[src/rtl/clock_div_pkg.sv]
// Shared definitions for the multi-channel clock divider.
package clock_div_pkg;

  // Divisor width used when a block does not override it
  localparam int DIV_W_DEFAULT = 8;

  // Smallest divisor that produces a running clock; anything below idles the channel
  localparam int MIN_DIV = 2;

  typedef logic [DIV_W_DEFAULT-1:0] div_t;

  typedef enum logic {
    RUN  = 1'b0,
    IDLE = 1'b1
  } chan_state_t;

endpackage

[src/rtl/clock_div_chan.sv]
// One divider channel: period counter, pending divisor, RUN/IDLE state and
// registered clock/tick/ack outputs.
module clock_div_chan
  import clock_div_pkg::*;
#(
  parameter int DIV_W       = DIV_W_DEFAULT,
  parameter int DEFAULT_DIV = 4
) (
  input  logic             clk_i,
  input  logic             rst_i,
  input  logic             sync_i,
  input  logic [DIV_W-1:0] divIn_i,
  input  logic             load_i,
  output logic             ack_o,
  output logic             clkOut_o,
  output logic             tick_o
);

  localparam logic [DIV_W-1:0] ONE     = DIV_W'(1);
  localparam logic [DIV_W-1:0] MIN_VAL = DIV_W'(MIN_DIV);
  localparam logic [DIV_W-1:0] DEF_VAL = DIV_W'(DEFAULT_DIV);
  // Reset parks the counter on the last count so the first edge wraps to 0
  localparam logic [DIV_W-1:0] CNT_RST = DIV_W'(DEFAULT_DIV - 1);

  logic [DIV_W-1:0] div_q,   div_d;
  logic [DIV_W-1:0] pend_q,  pend_d;
  logic             pendV_q, pendV_d;
  logic [DIV_W-1:0] cnt_q,   cnt_d;
  chan_state_t      state_q, state_d;
  logic             clkOut_q, clkOut_d;
  logic             tick_q,   tick_d;
  logic             ack_q,    ack_d;

  logic [DIV_W-1:0] pendSel;
  logic             pendAvail;
  logic             atWrap;
  logic             applyNow;
  logic [DIV_W-1:0] hiCnt;

  // Next-state: a pending divisor (a same-cycle load wins) is applied at a wrap,
  // on sync, or straight away when idle; otherwise the counter simply advances.
  always_comb begin
    pendSel   = load_i ? divIn_i : pend_q;
    pendAvail = load_i | pendV_q;
    atWrap    = (state_q == RUN) && (cnt_q == div_q - ONE);
    applyNow  = pendAvail && (atWrap || sync_i || (state_q == IDLE));

    div_d   = div_q;
    pend_d  = pendSel;
    pendV_d = pendAvail;
    cnt_d   = cnt_q;
    state_d = state_q;
    ack_d   = 1'b0;

    if (applyNow) begin
      div_d   = pendSel;
      pendV_d = 1'b0;
      ack_d   = 1'b1;
      if (pendSel < MIN_VAL) begin
        state_d = IDLE;
      end else begin
        state_d = RUN;
        cnt_d   = '0;
      end
    end else if (state_q == RUN) begin
      cnt_d = (atWrap || sync_i) ? '0 : cnt_q + ONE;
    end

    hiCnt    = div_d - (div_d >> 1);
    clkOut_d = (state_d == RUN) && (cnt_d < hiCnt);
    tick_d   = (state_d == RUN) && (cnt_d == '0);
  end

  // State and output registers; reset restores the default divisor and drops any pending load
  always_ff @(posedge clk_i) begin
    if (rst_i) begin
      div_q    <= DEF_VAL;
      pend_q   <= '0;
      pendV_q  <= 1'b0;
      cnt_q    <= CNT_RST;
      state_q  <= RUN;
      clkOut_q <= 1'b0;
      tick_q   <= 1'b0;
      ack_q    <= 1'b0;
    end else begin
      div_q    <= div_d;
      pend_q   <= pend_d;
      pendV_q  <= pendV_d;
      cnt_q    <= cnt_d;
      state_q  <= state_d;
      clkOut_q <= clkOut_d;
      tick_q   <= tick_d;
      ack_q    <= ack_d;
    end
  end

  assign ack_o    = ack_q;
  assign clkOut_o = clkOut_q;
  assign tick_o   = tick_q;

endmodule

[src/rtl/clock_div_multi.sv]
// Multi-channel clock divider: NUM_CH independent channels sharing reset and sync.
module clock_div_multi
  import clock_div_pkg::*;
#(
  parameter int NUM_CH      = 2,
  parameter int DIV_W       = DIV_W_DEFAULT,
  parameter int DEFAULT_DIV = 4
) (
  input  logic                    sys_clk,
  input  logic                    sys_rst_n,
  input  logic                    sync,
  input  logic [NUM_CH*DIV_W-1:0] div_in,
  input  logic [NUM_CH-1:0]       div_load,
  output logic [NUM_CH-1:0]       div_ack,
  output logic [NUM_CH-1:0]       clk_out,
  output logic [NUM_CH-1:0]       tick
);

  // The reset port is active-high despite its legacy name
  genvar g;
  generate
    for (g = 0; g < NUM_CH; g++) begin : gChan
      clock_div_chan #(
        .DIV_W       (DIV_W),
        .DEFAULT_DIV (DEFAULT_DIV)
      ) uChan (
        .clk_i    (sys_clk),
        .rst_i    (sys_rst_n),
        .sync_i   (sync),
        .divIn_i  (div_in[g*DIV_W +: DIV_W]),
        .load_i   (div_load[g]),
        .ack_o    (div_ack[g]),
        .clkOut_o (clk_out[g]),
        .tick_o   (tick[g])
      );
    end
  endgenerate

endmodule
[config.mk]
export PLATFORM = sky130hd
export DESIGN_NAME = clock_div_multi
export DESIGN_NICKNAME = d
export VERILOG_FILES = /design/src/rtl/clock_div_pkg.sv /design/src/rtl/clock_div_chan.sv /design/src/rtl/clock_div_multi.sv
export SDC_FILE = /design/constraint.sdc
export NUM_CORES = 1
export LEC_CHECK = 0
export BUFFER_PORTS_ARGS = -buffer_cell sky130_fd_sc_hd__buf_4
export CORE_MARGIN = 5
export CORE_UTILIZATION = 35
export DETAILED_ROUTE_END_ITERATION = 10
export GPL_ROUTABILITY_DRIVEN = 0
export SETUP_SLACK_MARGIN = 0.3
export SLEW_MARGIN = 20
export SYNTH_ARGS = -nofsm -noshare
export SYNTH_HDL_FRONTEND = slang
export SYNTH_SLANG_ARGS = --single-unit
[constraint.sdc]
create_clock -name sys_clk -period 13.63 [get_ports sys_clk]
set_input_delay 1.363 -clock sys_clk [delete_from_list [all_inputs] [get_ports sys_clk]]
set_output_delay 1.363 -clock sys_clk [all_outputs]
set_load 0.005 [all_outputs]
==> results of run 1 <==
cell usage in the layout, fill, tap and decap left out, types with 3 or more instances in the layout:
cell type | Yosys | layout
sky130_fd_sc_hd__nor2_1 | 67 | 67
sky130_fd_sc_hd__nand3_1 | 16 | 16
sky130_fd_sc_hd__o21ai_1 | 7 | 7
sky130_fd_sc_hd__or3_1 | 5 | 5
sky130_fd_sc_hd__mux2_2 | 7 | 7
sky130_fd_sc_hd__o211ai_1 | 4 | 4
sky130_fd_sc_hd__nand2_1 | 24 | 24
sky130_fd_sc_hd__buf_4 | 6 | 26
sky130_fd_sc_hd__a211o_1 | 4 | 4
sky130_fd_sc_hd__a21oi_1 | 27 | 27
sky130_fd_sc_hd__xor2_1 | 24 | 24
sky130_fd_sc_hd__ha_1 | 32 | 32
sky130_fd_sc_hd__and3_1 | 6 | 6
sky130_fd_sc_hd__nor2b_1 | 18 | 18
sky130_fd_sc_hd__bufinv_16 | 0 | 4
sky130_fd_sc_hd__mux2i_1 | 17 | 17
sky130_fd_sc_hd__nand2b_1 | 12 | 12
sky130_fd_sc_hd__xnor2_1 | 10 | 10
sky130_fd_sc_hd__nand3b_1 | 3 | 3
sky130_fd_sc_hd__inv_1 | 25 | 25
sky130_fd_sc_hd__dfxtp_1 | 58 | 58
sky130_fd_sc_hd__nand4_1 | 4 | 4
sky130_fd_sc_hd__nor3_1 | 9 | 9
sky130_fd_sc_hd__or2_2 | 9 | 9
sky130_fd_sc_hd__nor4_1 | 8 | 8
sky130_fd_sc_hd__a21o_1 | 8 | 8
sky130_fd_sc_hd__clkbuf_16 | 0 | 9
sky130_fd_sc_hd__o21ai_0 | 20 | 20
sequential cells by signal (all words and copies together) (netlist names):
register	flops
gChan.uChan.ack_o	2
gChan.uChan.clkOut_o	2
gChan.uChan.state_q	2
gChan.uChan.cnt_q	16
gChan.uChan.tick_o	2
gChan.uChan.div_q	16
gChan.uChan.pend_q	16
gChan.uChan.pendV_q	2
critical path, cell delays in order (launching register included):
cell and delay, ns:
sky130_fd_sc_hd__dfxtp_1 0.40, sky130_fd_sc_hd__inv_1 0.09, sky130_fd_sc_hd__ha_1 0.28, sky130_fd_sc_hd__nor4_1 0.30, sky130_fd_sc_hd__a32o_1 0.17, sky130_fd_sc_hd__a22oi_1 0.08, sky130_fd_sc_hd__o22ai_1 0.22, sky130_fd_sc_hd__a21o_1 0.64
sky130_fd_sc_hd__and2_1 0.40, sky130_fd_sc_hd__o21ai_0 0.22, sky130_fd_sc_hd__inv_1 0.13, sky130_fd_sc_hd__ha_1 0.23, sky130_fd_sc_hd__nor2b_1 0.13, sky130_fd_sc_hd__o21ai_0 0.15, sky130_fd_sc_hd__nand2b_1 0.10, sky130_fd_sc_hd__a21o_1 0.18
sky130_fd_sc_hd__a21o_1 0.20, sky130_fd_sc_hd__xnor2_1 0.17, sky130_fd_sc_hd__ha_1 0.27, sky130_fd_sc_hd__a21o_1 0.18, sky130_fd_sc_hd__a21o_1 0.17, sky130_fd_sc_hd__a2111oi_0 0.40, sky130_fd_sc_hd__o21a_1 0.17
worst max-delay path by stage:
stage,startpoint,end,slack (ns),cells past startpoint
finish,gChan[0].uChan.div_q[0],gChan[0].uChan.clkOut_o,8.27,22
floorplan,div_load[1],gChan[1].uChan.clkOut_o,8.64,20
global placement,sync,gChan[0].uChan.clkOut_o,8.19,18
detailed placement,sync,gChan[0].uChan.clkOut_o,8.05,18
CTS,gChan[0].uChan.div_q[0],gChan[0].uChan.clkOut_o,8.27,22
global route,gChan[0].uChan.div_q[0],gChan[0].uChan.clkOut_o,7.63,22
layout make-up:
type	count	area, µm²
tap	143	179
clock inverter	5	125
sequential	58	1160
inverter	25	93.8
timing repair buffer	26	195
fill	1119	6790
multi-input combinational	390	2680
clock buffer	11	243
where the power goes:
part | leakage, nW | internal, W | switching [W]
Sequential | 0.477 | 0.000187 | 0.0000201
Clock | 0.180 | 0.000202 | 0.0000793
Combinational | 1.47 | 0.000137 | 0.000160
Total | 2.13 | 0.000526 | 0.000260
per-layer routing:
layer | vias up | part of all wire (%)
met5 | - | 0
li1 | 1776 | -
met3 | 10 | 3.3
met1 | 1610 | 50
met4 | 0 | 1.4
met2 | 68 | 45
synthesized netlist by cell type (all sizes together), types with 5 or more instances:
master,count
nor2,68
dfxtp,58
ha,32
a21oi,28
o21ai,27
inv,25
xor2,25
nand2,24
mux2i,18
nor2b,18
clkbuf,17
nand3,16
buf,15
nand2b,12
xnor2,10
nor3,9
nor4,9
or2,9
a21o,8
mux2,7
and3,6
or3,5
logic make-up after synthesis:
kind of cell | Yosys count | synth area share (%)
AND/OR/NAND/NOR | 194 | 24.2
XOR/XNOR | 35 | 7.66
AO/OA/AOI/OAI | 103 | 16.8
flip-flops | 58 | 28.3
multiplexers | 25 | 6.41
adder cells (fa/ha/maj) | 33 | 10.3
buffers and inverters | 57 | 6.32
per-stage QoR:
stage	utilization [%]	hold WS [ns]	total power, W
after floorplan	-	0.456	0.000452
after global placement	37.6	0.501	0.000499
after detailed placement	37.6	0.513	0.000507
after CTS	40.8	0.525	0.000794
after global routing	40.8	0.557	0.000846
final	40.8	0.518	0.000785
==> reports/qor.log, run 1 <==
INFO  grt            groute.layer.met3.usage=2.34%
INFO  finish         final_nets=564
INFO  drt            detail_route.iter0.violations=128
INFO  timing         final_hold_viol_count=0
INFO  worst_setup_path largest_fanout_of_any_net_on_the_critical_path=25
INFO  place          pre_cts_slack=8.05ns
INFO  worst_setup_path worst-endpoint-arrival=5.63ns
INFO  synth          ys_seq_elements=58
INFO  timing         timing.final.crit_share=39.4%
INFO  place          postPlaceCellArea=4310µm²
INFO  clock_network  worst_skew_pair.late_latency=0.32ns
INFO  grt            gr-usage-met2=22.0%
INFO  place          placement.io_buffers=26
INFO  timing         tightestPinTransition=0.740ns
INFO  outcome        status=finished, final reports clean
INFO  clock_network  cts_made_buffers=9
INFO  drt            detail_route.vias_per_cell=5.26
INFO  grt            globalRoute.totalOverflow=0
INFO  die            die_area=14,000µm²
INFO  worst_setup_path setup.reg_to_reg.worst_slack=8.27ns
INFO  worst_setup_path critical_path.reg2reg.endpoint=gChan[0].uChan.clkOut_o
INFO  finish         area_delta_synth_final=14.1%
INFO  synth          synthesis.yosys.warnings=0
INFO  die            placementRows=39
INFO  synth          yosys.area.top_type=sky130_fd_sc_hd__dfxtp_1
INFO  synth          netlist_area=4100µm²
INFO  die            initial_core_util=35.7%
INFO  timing         finalSetupViolations=0
INFO  hold_path      holdCritStartpoint=gChan[1].uChan.pend_q[0]
INFO  clock_network  cts_hold_buffers=0
INFO  run            maxCapViolations=0
INFO  drt            route.final.wire_length=9.34mm
INFO  timing         fin_tns_setup=0ns
INFO  clock_network  post_cts_resized=0
INFO  grt            gr_busiest_metal=met2
INFO  synth          synth_async_sr_flop_share=0%
INFO  timing         fin_skew=0.00657ns
INFO  hold_path      type_of_the_tightest_min_delay_check=flip-flop to flip-flop
INFO  synth          post_synth_main_area_contributors=sky130_fd_sc_hd__dfxtp_1, sky130_fd_sc_hd__ha_1, sky130_fd_sc_hd__nor2_1, sky130_fd_sc_hd__xor2_1, sky130_fd_sc_hd__mux2i_1
INFO  place          dp_hpwl=7.01mm
INFO  power          p_leak=2.13nW
INFO  timing         fmaxAchievable=0.186GHz
INFO  worst_setup_path critical_path.reg2reg.startpoint=gChan[0].uChan.div_q[0]
INFO  clock_network  cts_sinks=58
INFO  place          place.detailed.instances=642
INFO  drt            vias=3,464
INFO  synth          synth_enable_flop_cells=0
INFO  clock_network  cts.clk_slew.worst_paths=0.05ns
INFO  drt            final_antenna_net_count=0
INFO  synth          area_share_of_the_largest_cell_type_after_synthesis=28.3%
INFO  power          powerDensity=168nW/µm²
INFO  timing         worst_slack=8.27ns
INFO  finish         post_route_cells_drive_above_1_share=13.6%
INFO  grt            grt_pass1_wl=16.2mm
INFO  worst_setup_path worst_setup_path_start_kind=flip-flop
INFO  timing         timing.max_slew.rel_slack=50.7%
INFO  clock_network  cts_setup_buffers=0
INFO  synth          yosys.cell_types.count=68
INFO  grt            global_route.usage.met1=18.7%
INFO  die            dieHeight=118µm
INFO  die            core_area=11,500µm²
INFO  synth          synth.yosys.seq_area_share=28.3%
INFO  synth          synthFlopType=sky130_fd_sc_hd__dfxtp_1
INFO  synth          post_synth.cell_area_avg=8.12µm²
INFO  clock_network  htree_num_levels=3
INFO  synth          postSynthCellCount=505
INFO  grt            first_global_vias=3,458
INFO  worst_setup_path reg2reg_depth=22
INFO  grt            grtUsageTotal=13.8%
INFO  worst_setup_path path_class=flip-flop to flip-flop
INFO  timing         setup_repair_after_global_routing_missed_its_margin=no
INFO  hold_path      worstHoldPathCells=2
INFO  clock_network  tritoncts=done
INFO  synth          synthesis.nets=559
INFO  finish         antennaDiodeCount=0
INFO  clock_network  clock_buffer_depth=2
INFO  clock_network  clk_root_buffer_cell=sky130_fd_sc_hd__clkbuf_16
INFO  worst_setup_path end_kind=flip-flop
INFO  worst_setup_path critPathRequiredTime=13.90ns
INFO  timing         drv_slew=0
INFO  drt            number_of_remaining_drc_errors=0
INFO  die            die_width=118µm
INFO  finish         post_layout_instance_count_excluding_filler_cells=658
INFO  finish         stdcell_area=4680µm²
INFO  grt            grt_start_max_net_pins=59
INFO  drt            drt_pass1_iterations=4
INFO  power          irDropWorstVdd=0.0000979V
INFO  hold_path      hold_path_end=gChan[1].uChan.pend_q[0]
INFO  die            design.portCount=27
INFO  drt            wl_per_cell=14.2µm
INFO  timing         final_period_minus_worst_setup_slack=5.36ns
INFO  grt            antenna_found_initial=0
Note: power is estimated with default switching activity, not from simulation.
==> run 2: changes to the inputs <==
==> constraint.sdc (replaced) <==
create_clock -name sys_clk -period 4.82 [get_ports sys_clk]
set_input_delay 0.482 -clock sys_clk [delete_from_list [all_inputs] [get_ports sys_clk]]
set_output_delay 0.482 -clock sys_clk [all_outputs]
set_load 0.005 [all_outputs]
==> reports/qor.log, run 2 (synthesis results as in run 1) <==
INFO  clock_network  cts_hold_buffers=0 [unchanged]
INFO  worst_setup_path worst_setup_path_start_kind=flip-flop
INFO  worst_setup_path reg2reg_depth=21 [-4.5%]
INFO  clock_network  cts_made_buffers=9 [unchanged]
INFO  worst_setup_path timing.critical_path.cells=or4_4 -> o21ai_2 -> a21oi_2 -> o32a_4 -> nand3_4 -> buf_6 -> nor2_1 -> a21oi_2 -> ha_2 -> inv_1 -> ha_1 -> or3_1 -> a221o_1 -> a31o_1 -> a21oi_2 -> xor2_1 -> ha_1 -> nor2b_1 -> o21ai_1 -> nand2_1 -> nor4_2
INFO  finish         area_delta_synth_final=22.4%
INFO  worst_setup_path worst-endpoint-arrival=4.59ns [-1.04 ns]
INFO  finish         fillers=1,077 [-3.8%]
INFO  power          internal_power=0.00145W [+180%]
INFO  finish         post_route_cells_drive_above_1_share=24.5% [+11 points]
INFO  die            dieHeight=118µm [unchanged]
INFO  power          power_frac_clock=30.8% [-5.0 points]
INFO  power          p_leak=2.23nW [+4.8%]
INFO  die            initial_core_util=35.7% [unchanged]
INFO  drt            vias=3,684 [+6.4%]
INFO  drt            route.final.wire_length=10.3mm [+10%]
INFO  grt            first_global_vias=3,569 [+3.2%]
INFO  finish         final_nets=583 [+3.4%]
INFO  clock_network  cts.clk_slew.worst_paths=0.06ns [about the same]
INFO  worst_setup_path crit_path_top_delay_cell=sky130_fd_sc_hd__or4_4
INFO  timing         finalSetupViolations=0 [unchanged]
INFO  worst_setup_path crit_path_frequent_cell=sky130_fd_sc_hd__a21oi_2
INFO  hold_path      holdCritStartpoint=div_in[8]
INFO  clock_network  clock_buffer_depth=2 [unchanged]
INFO  power          switchingPower=0.000839W [+220%]
INFO  clock_network  worst_skew_pair.late_latency=0.34ns [+0.02 ns]
INFO  grt            grtUsageTotal=14.7% [+0.89 points]
INFO  run            maxCapViolations=0 [unchanged]
INFO  clock_network  cts_sinks=58 [unchanged]
INFO  timing         fin_skew=0.00684ns [+0.000275 ns]
INFO  drt            final_antenna_net_count=0 [unchanged]
INFO  power          power.share.switching=36.6% [+3.6 points]
INFO  hold_path      worstHoldPathCells=3 [+1]
INFO  die            design.portCount=27 [unchanged]
INFO  drt            number_of_remaining_drc_errors=0 [unchanged]
INFO  die            die_area=14,000µm² [unchanged]
INFO  place          placement.io_buffers=26 [unchanged]
INFO  grt            grt_pass1_wl=17.1mm [+5.3%]
INFO  place          place.detailed.instances=651 [+1.4%]
INFO  worst_setup_path critical_path.reg2reg.endpoint=gChan[1].uChan.clkOut_o
INFO  timing         fmaxAchievable=0.230GHz [+24%]
INFO  power          irDropWorstVdd=0.000261V [+170%]
INFO  drt            drt_pass1_iterations=5 [+1]
INFO  clock_network  htree_num_levels=3 [unchanged]
INFO  worst_setup_path timing.critical_path.buf_inv=2 [unchanged]
INFO  timing         timing.max_slew.rel_slack=55.8% [+5.1 points]
INFO  clock_network  tritoncts=done
INFO  worst_setup_path end_kind=flip-flop
INFO  place          dp_hpwl=7.33mm [+4.6%]
INFO  finish         layout_common_cells=sky130_fd_sc_hd__nor2_1, sky130_fd_sc_hd__dfxtp_1, sky130_fd_sc_hd__buf_4, sky130_fd_sc_hd__ha_1
INFO  grt            grt_start_max_net_pins=59 [unchanged]
INFO  power          powerDensity=456nW/µm² [+170%]
INFO  power          sequentialPowerShare=25.6% [-0.7 points]
INFO  drt            detail_route.vias_per_cell=5.44 [+3.4%]
INFO  timing         setup_repair_after_global_routing_missed_its_margin=no
INFO  finish         post_layout_instance_count_excluding_filler_cells=677 [+2.9%]
INFO  drt            detail_route.iter0.violations=153 [+20%]
INFO  worst_setup_path critPathRequiredTime=5.07ns [-8.83 ns]
INFO  finish         antennaDiodeCount=0 [unchanged]
INFO  worst_setup_path setup.reg_to_reg.worst_slack=0.48ns [-7.79 ns]
INFO  worst_setup_path largest_fanout_of_any_net_on_the_critical_path=6 [-76%]
INFO  worst_setup_path critical_path.reg2reg.startpoint=gChan[1].uChan.div_q[3]
INFO  timing         final_hold_viol_count=0 [unchanged]
INFO  die            core_area=11,500µm² [unchanged]
INFO  hold_path      hold_path_end=gChan[1].uChan.pend_q[0]
INFO  timing         fin_tns_setup=0ns [unchanged]
INFO  clock_network  clk_root_buffer_cell=sky130_fd_sc_hd__clkbuf_16
INFO  grt            globalRoute.totalOverflow=0 [unchanged]
INFO  worst_setup_path cp_top_family=compound AO/OA/AOI/OAI gates
INFO  power          finalPower=0.00229W [+190%]
INFO  hold_path      type_of_the_tightest_min_delay_check=input pin to flip-flop
INFO  worst_setup_path path_class=flip-flop to flip-flop
INFO  power          power.share.combinational=43.6% [+5.7 points]
INFO  finish         layout_top_registers=gChan.uChan.cnt_q: 16 flops, gChan.uChan.div_q: 16 flops, gChan.uChan.pend_q: 16 flops
INFO  die            die_width=118µm [unchanged]
INFO  timing         timing.final.crit_share=90.1% [+51 points]
INFO  timing         final_period_minus_worst_setup_slack=4.34ns [-1.02 ns]
INFO  finish         final_common_cell=sky130_fd_sc_hd__nor2_1
INFO  timing         tightestPinTransition=0.663ns [-0.0766 ns]
INFO  worst_setup_path critical-path-max-stage-delay=0.54ns [-0.10 ns]
INFO  drt            wl_per_cell=15.2µm [+7.1%]
INFO  die            placementRows=39 [unchanged]
INFO  grt            antenna_found_initial=0 [unchanged]
INFO  outcome        status=finished, final reports clean
INFO  timing         drv_slew=0 [unchanged]
## run 2: final cells by class
| class | instances | area, µm² | share of cell area (%) |
|---|---|---|---|
| clock buffers | 9 | 225 | 4.49 |
| flip-flops and latches | 58 | 1180 | 23.5 |
| clock inverters | 7 | 103 | 2.04 |
| well taps | 143 | 179 | 3.57 |
| repair buffers | 44 | 335 | 6.68 |
| multi-input cells | 391 | 2900 | 57.9 |
| inverters | 25 | 93.8 | 1.87 |
## run 2: tightest hold or removal path, cell delays in order
cell and delay [ns]:
sky130_fd_sc_hd__buf_4 0.08, sky130_fd_sc_hd__mux2i_1 0.07, sky130_fd_sc_hd__nor2_1 0.08
## run 2: through the flow
step / hold slack, ns / setup slack, ns / area, µm² / util, %
2_1_floorplan: 0.456 / 0.335 / 4100 / -
5_1_grt: 0.449 / 0.239 / 5020 / 43.8
6_report: 0.417 / 0.478 / 5020 / 43.8
3_5_place_dp: 0.487 / 0.0587 / 4380 / 38.2
4_1_cts: 0.413 / 0.297 / 4770 / 41.6
3_3_place_gp: 0.485 / 0.0799 / 4380 / 38.2
## run 2: worst max-delay path by stage
stage          slack (ns)                    start  depth (start not counted)                      end
2_1_floorplan        0.33  gChan[0].uChan.div_q[0]                         23  gChan[0].uChan.clkOut_o
3_3_place_gp         0.08  gChan[1].uChan.div_q[1]                         21  gChan[1].uChan.clkOut_o
3_5_place_dp         0.06  gChan[1].uChan.div_q[1]                         21  gChan[1].uChan.clkOut_o
4_1_cts              0.30  gChan[1].uChan.div_q[3]                         21  gChan[1].uChan.clkOut_o
5_1_grt              0.24  gChan[0].uChan.div_q[1]                         20  gChan[0].uChan.clkOut_o
6_report             0.48  gChan[1].uChan.div_q[3]                         21  gChan[1].uChan.clkOut_o
## run 2: power groups by stage
stage / combinational (W) / sequential [W] / clock (W)
2_1_floorplan: 0.000711 / 0.000567 / 0
3_3_place_gp: 0.000862 / 0.000587 / 0
3_5_place_dp: 0.000887 / 0.000588 / 0
4_1_cts: 0.000919 / 0.000580 / 0.000717
5_1_grt: 0.00112 / 0.000593 / 0.000740
6_report: 0.000999 / 0.000586 / 0.000705
## run 2: routing by layer
metal	routed length, µm	GRT usage, %
met2	4560	22.0
met4	419	9.10
met1	4920	20.0
met5	0	0
met3	398	1.91
## run 2: what timing repair did
action                                  in CTS  in global routing
cloned                                       0                  2
gates resized for setup                     16                 44
endpoints found under the setup margin       2                  2
buffers inserted                             2                  6
pin swaps                                    5                 11
==> run 3: changes to the inputs <==
--- a/config.mk
+++ b/config.mk
@@ -5,11 +5,15 @@
 export SDC_FILE = /design/constraint.sdc
 export NUM_CORES = 1
 export LEC_CHECK = 0
+export ABC_AREA = 0
 export BUFFER_PORTS_ARGS = -buffer_cell sky130_fd_sc_hd__buf_4
+export CELL_PAD_IN_SITES_DETAIL_PLACEMENT = 0
+export CELL_PAD_IN_SITES_GLOBAL_PLACEMENT = 1
 export CORE_MARGIN = 5
 export CORE_UTILIZATION = 35
 export DETAILED_ROUTE_END_ITERATION = 10
 export GPL_ROUTABILITY_DRIVEN = 0
+export PLACE_DENSITY_LB_ADDON = 0.1
 export SETUP_SLACK_MARGIN = 0.3
 export SLEW_MARGIN = 20
 export SYNTH_ARGS = -nofsm -noshare
==> reports/qor.log, run 3 (synthesis results as in run 1) <==
INFO  outcome        status=finished, final reports clean
INFO  drt            wl_per_cell=16.1µm [+6.2%]
INFO  worst_setup_path end_kind=flip-flop
INFO  worst_setup_path critPathRequiredTime=5.00ns [-0.07 ns]
INFO  power          power.share.switching=34.5% [-2.1 points]
INFO  drt            detail_route.iter0.violations=173 [+13%]
INFO  timing         worst_slack=0.458ns [-0.0200 ns]
INFO  power          powerDensity=461nW/µm² [+0.96%]
INFO  timing         finalSetupViolations=0 [unchanged]
INFO  grt            antenna_found_initial=0 [unchanged]
INFO  power          power.share.combinational=45.2% [+1.6 points]
INFO  timing         fin_tns_setup=0ns [unchanged]
INFO  finish         stdcell_area=5270µm² [+5.0%]
INFO  die            dieHeight=118µm [unchanged]
INFO  die            die_area=14,000µm² [unchanged]
INFO  clock_network  cts_made_buffers=9 [unchanged]
INFO  hold_path      type_of_the_tightest_min_delay_check=input pin to flip-flop
INFO  grt            grtUsageTotal=15.8% [+1.1 points]
INFO  worst_setup_path timing.critical_path.buf_inv=5 [+3]
INFO  die            initial_core_util=35.7% [unchanged]
INFO  timing         setup_repair_after_global_routing_missed_its_margin=yes
INFO  power          finalPower=0.00243W [+6.0%]
INFO  clock_network  cts_sinks=58 [unchanged]
INFO  worst_setup_path worst_setup_path_start_kind=flip-flop
INFO  worst_setup_path crit_path_top_delay_cell=sky130_fd_sc_hd__or3_4
INFO  clock_network  clk_root_buffer_cell=sky130_fd_sc_hd__clkbuf_16
INFO  worst_setup_path timing.critical_path.cells=inv_1 -> ha_4 -> inv_1 -> or3_4 -> a21oi_2 -> o32a_4 -> nand3_4 -> clkbuf_16 -> nor2_1 -> a21oi_4 -> ha_4 -> buf_4 -> nor2_1 -> o211ai_1 -> a31oi_2 -> a211o_1 -> a31o_1 -> a21oi_2 -> xor2_1 -> ha_1 -> nand4_1 -> buf_4 -> nor3_2 -> nor4_2
INFO  place          dp_hpwl=8.05mm [+9.8%]
INFO  power          sequentialPowerShare=23.7% [-1.9 points]
INFO  drt            vias=3,618 [-1.8%]
INFO  die            die_width=118µm [unchanged]
INFO  finish         final_common_cell=sky130_fd_sc_hd__nor2_1
INFO  finish         post_layout_instance_count_excluding_filler_cells=693 [+2.4%]
INFO  grt            grt_pass1_wl=18.0mm [+5.5%]
INFO  drt            detail_route.vias_per_cell=5.22 [-4.1%]
INFO  drt            number_of_remaining_drc_errors=0 [unchanged]
INFO  finish         post_route_cells_drive_above_1_share=28.9% [+4.4 points]
INFO  worst_setup_path largest_fanout_of_any_net_on_the_critical_path=8 [+2]
INFO  drt            route.final.wire_length=11.2mm [+8.7%]
INFO  die            core_area=11,500µm² [unchanged]
INFO  timing         final_hold_viol_count=0 [unchanged]
INFO  timing         fmaxAchievable=0.229GHz [-0.46%]
INFO  drt            final_antenna_net_count=0 [unchanged]
INFO  place          pre_cts_slack=-0.0830ns [-0.142 ns]
INFO  worst_setup_path worst-endpoint-arrival=4.54ns [-0.05 ns]
INFO  worst_setup_path path_class=flip-flop to flip-flop
INFO  grt            first_global_vias=3,538 [-0.87%]
INFO  place          postPlaceCellArea=4450µm² [+1.7%]
INFO  clock_network  tritoncts=done
INFO  finish         layout_top_registers=gChan.uChan.cnt_q: 16 flops, gChan.uChan.div_q: 16 flops, gChan.uChan.pend_q: 16 flops
INFO  clock_network  cts.clk_slew.worst_paths=0.06ns [about the same]
INFO  die            design.portCount=27 [unchanged]
INFO  finish         layout_common_cells=sky130_fd_sc_hd__nor2_1, sky130_fd_sc_hd__buf_4, sky130_fd_sc_hd__dfxtp_1, sky130_fd_sc_hd__ha_1, sky130_fd_sc_hd__nand2_1
INFO  timing         final_period_minus_worst_setup_slack=4.36ns [+0.0200 ns]
INFO  timing         tightestPinTransition=0.694ns [+0.0313 ns]
INFO  timing         drv_slew=0 [unchanged]
INFO  worst_setup_path cp_top_family=simple AND/OR/NAND/NOR gates
INFO  power          internal_power=0.00159W [+9.6%]
INFO  timing         fin_skew=0.00582ns [-0.00102 ns]
INFO  finish         area_delta_synth_final=28.5%
INFO  timing         timing.final.crit_share=90.5% [+0.41 points]
INFO  clock_network  worst_skew_pair.late_latency=0.32ns [-0.02 ns]
INFO  power          p_leak=2.35nW [+5.3%]
INFO  power          irDropWorstVdd=0.000220V [-16%]
INFO  timing         timing.max_slew.rel_slack=53.7% [-2.1 points]
INFO  worst_setup_path critical-path-max-stage-delay=0.38ns [-0.16 ns]
INFO  power          power_frac_clock=31.1% [+0.3 points]
INFO  grt            globalRoute.totalOverflow=0 [unchanged]
INFO  grt            grt_start_max_net_pins=59 [unchanged]
INFO  finish         final_nets=599 [+2.7%]
INFO  clock_network  clock_buffer_depth=2 [unchanged]
INFO  clock_network  htree_num_levels=3 [unchanged]
INFO  place          place.detailed.instances=661 [+1.5%]
INFO  run            maxCapViolations=0 [unchanged]
INFO  drt            drt_pass1_iterations=4 [-1]
INFO  finish         antennaDiodeCount=0 [unchanged]
INFO  place          placement.io_buffers=26 [unchanged]
INFO  die            placementRows=39 [unchanged]
INFO  power          switchingPower=0.000837W [-0.18%]
INFO  clock_network  cts_hold_buffers=0 [unchanged]
-- run 3: changes by cell type in the layout (fill, tap and decap cells not counted), sizes merged --
cell and delta:
buf +16, bufinv +1, clkbuf +4, clkinv -3, inv -1, nand3 -1
-- run 3: per-layer routing --
layer | global-route usage, % | wire [µm] | vias up
li1 | - | - | 1850
met1 | 23.8 | 5810 | 1688
met2 | 22.1 | 4730 | 68
met3 | 2.77 | 467 | 12
met4 | 6.45 | 184 | 0
met5 | 0 | 0 | -
-- run 3: final timing paths --
check	from	to	slack, ns	depth (start not counted)
min reg2reg	gChan[1].uChan.pend_q[0]	gChan[1].uChan.pend_q[0]	0.50	2
min	div_in[8]	gChan[1].uChan.pend_q[0]	0.43	3
max reg2reg	gChan[1].uChan.div_q[1]	gChan[1].uChan.clkOut_o	0.46	24
max	gChan[1].uChan.div_q[1]	gChan[1].uChan.clkOut_o	0.46	24
-- run 3: power by group through the flow --
| stage | combinational, W | clock [W] | sequential (W) |
|---|---|---|---|
| finish | 0.00110 | 0.000756 | 0.000575 |
| global route | 0.00122 | 0.000795 | 0.000581 |
| CTS | 0.000948 | 0.000777 | 0.000569 |
| detailed placement | 0.000915 | 0 | 0.000579 |
| global placement | 0.000912 | 0 | 0.000578 |
| floorplan | 0.000711 | 0 | 0.000567 |
-- run 3: stage by stage --
step,hold WS [ns],utilization [%]
2_1_floorplan,0.456,-
3_3_place_gp,0.479,38.8
3_5_place_dp,0.489,38.8
4_1_cts,0.422,42.6
5_1_grt,0.474,45.9
6_report,0.434,45.9
-- run 3: layout make-up --
type / instances / area, µm²
Fill cell: 1138 / 6200
Multi-Input combinational cell: 390 / 2970
Sequential cell: 58 / 1180
Timing Repair Buffer: 61 / 499
Clock buffer: 12 / 256
Tap cell: 143 / 179
Clock inverter: 4 / 97.6
Inverter: 25 / 93.8
-- run 3: worst reg2reg max path, stage by stage (launching register included) --
cell and delay [ns]:
sky130_fd_sc_hd__dfxtp_1 0.31, sky130_fd_sc_hd__inv_1 0.20, sky130_fd_sc_hd__ha_4 0.22, sky130_fd_sc_hd__inv_1 0.08, sky130_fd_sc_hd__or3_4 0.38, sky130_fd_sc_hd__a21oi_2 0.14, sky130_fd_sc_hd__o32a_4 0.19, sky130_fd_sc_hd__nand3_4 0.13
sky130_fd_sc_hd__clkbuf_16 0.19, sky130_fd_sc_hd__nor2_1 0.23, sky130_fd_sc_hd__a21oi_4 0.07, sky130_fd_sc_hd__ha_4 0.17, sky130_fd_sc_hd__buf_4 0.13, sky130_fd_sc_hd__nor2_1 0.08, sky130_fd_sc_hd__o211ai_1 0.11, sky130_fd_sc_hd__a31oi_2 0.20
sky130_fd_sc_hd__a211o_1 0.17, sky130_fd_sc_hd__a31o_1 0.16, sky130_fd_sc_hd__a21oi_2 0.06, sky130_fd_sc_hd__xor2_1 0.14, sky130_fd_sc_hd__ha_1 0.30, sky130_fd_sc_hd__nand4_1 0.12, sky130_fd_sc_hd__buf_4 0.16, sky130_fd_sc_hd__nor3_2 0.21
sky130_fd_sc_hd__nor4_2 0.06
-- run 3: repair_timing --
item	CTS	global route
gates cloned	0	1
setup buffers	3	12
gates resized for setup	16	66
pin swaps	3	28
endpoints found under the hold margin	0	0
endpoints found under the setup margin	2	2
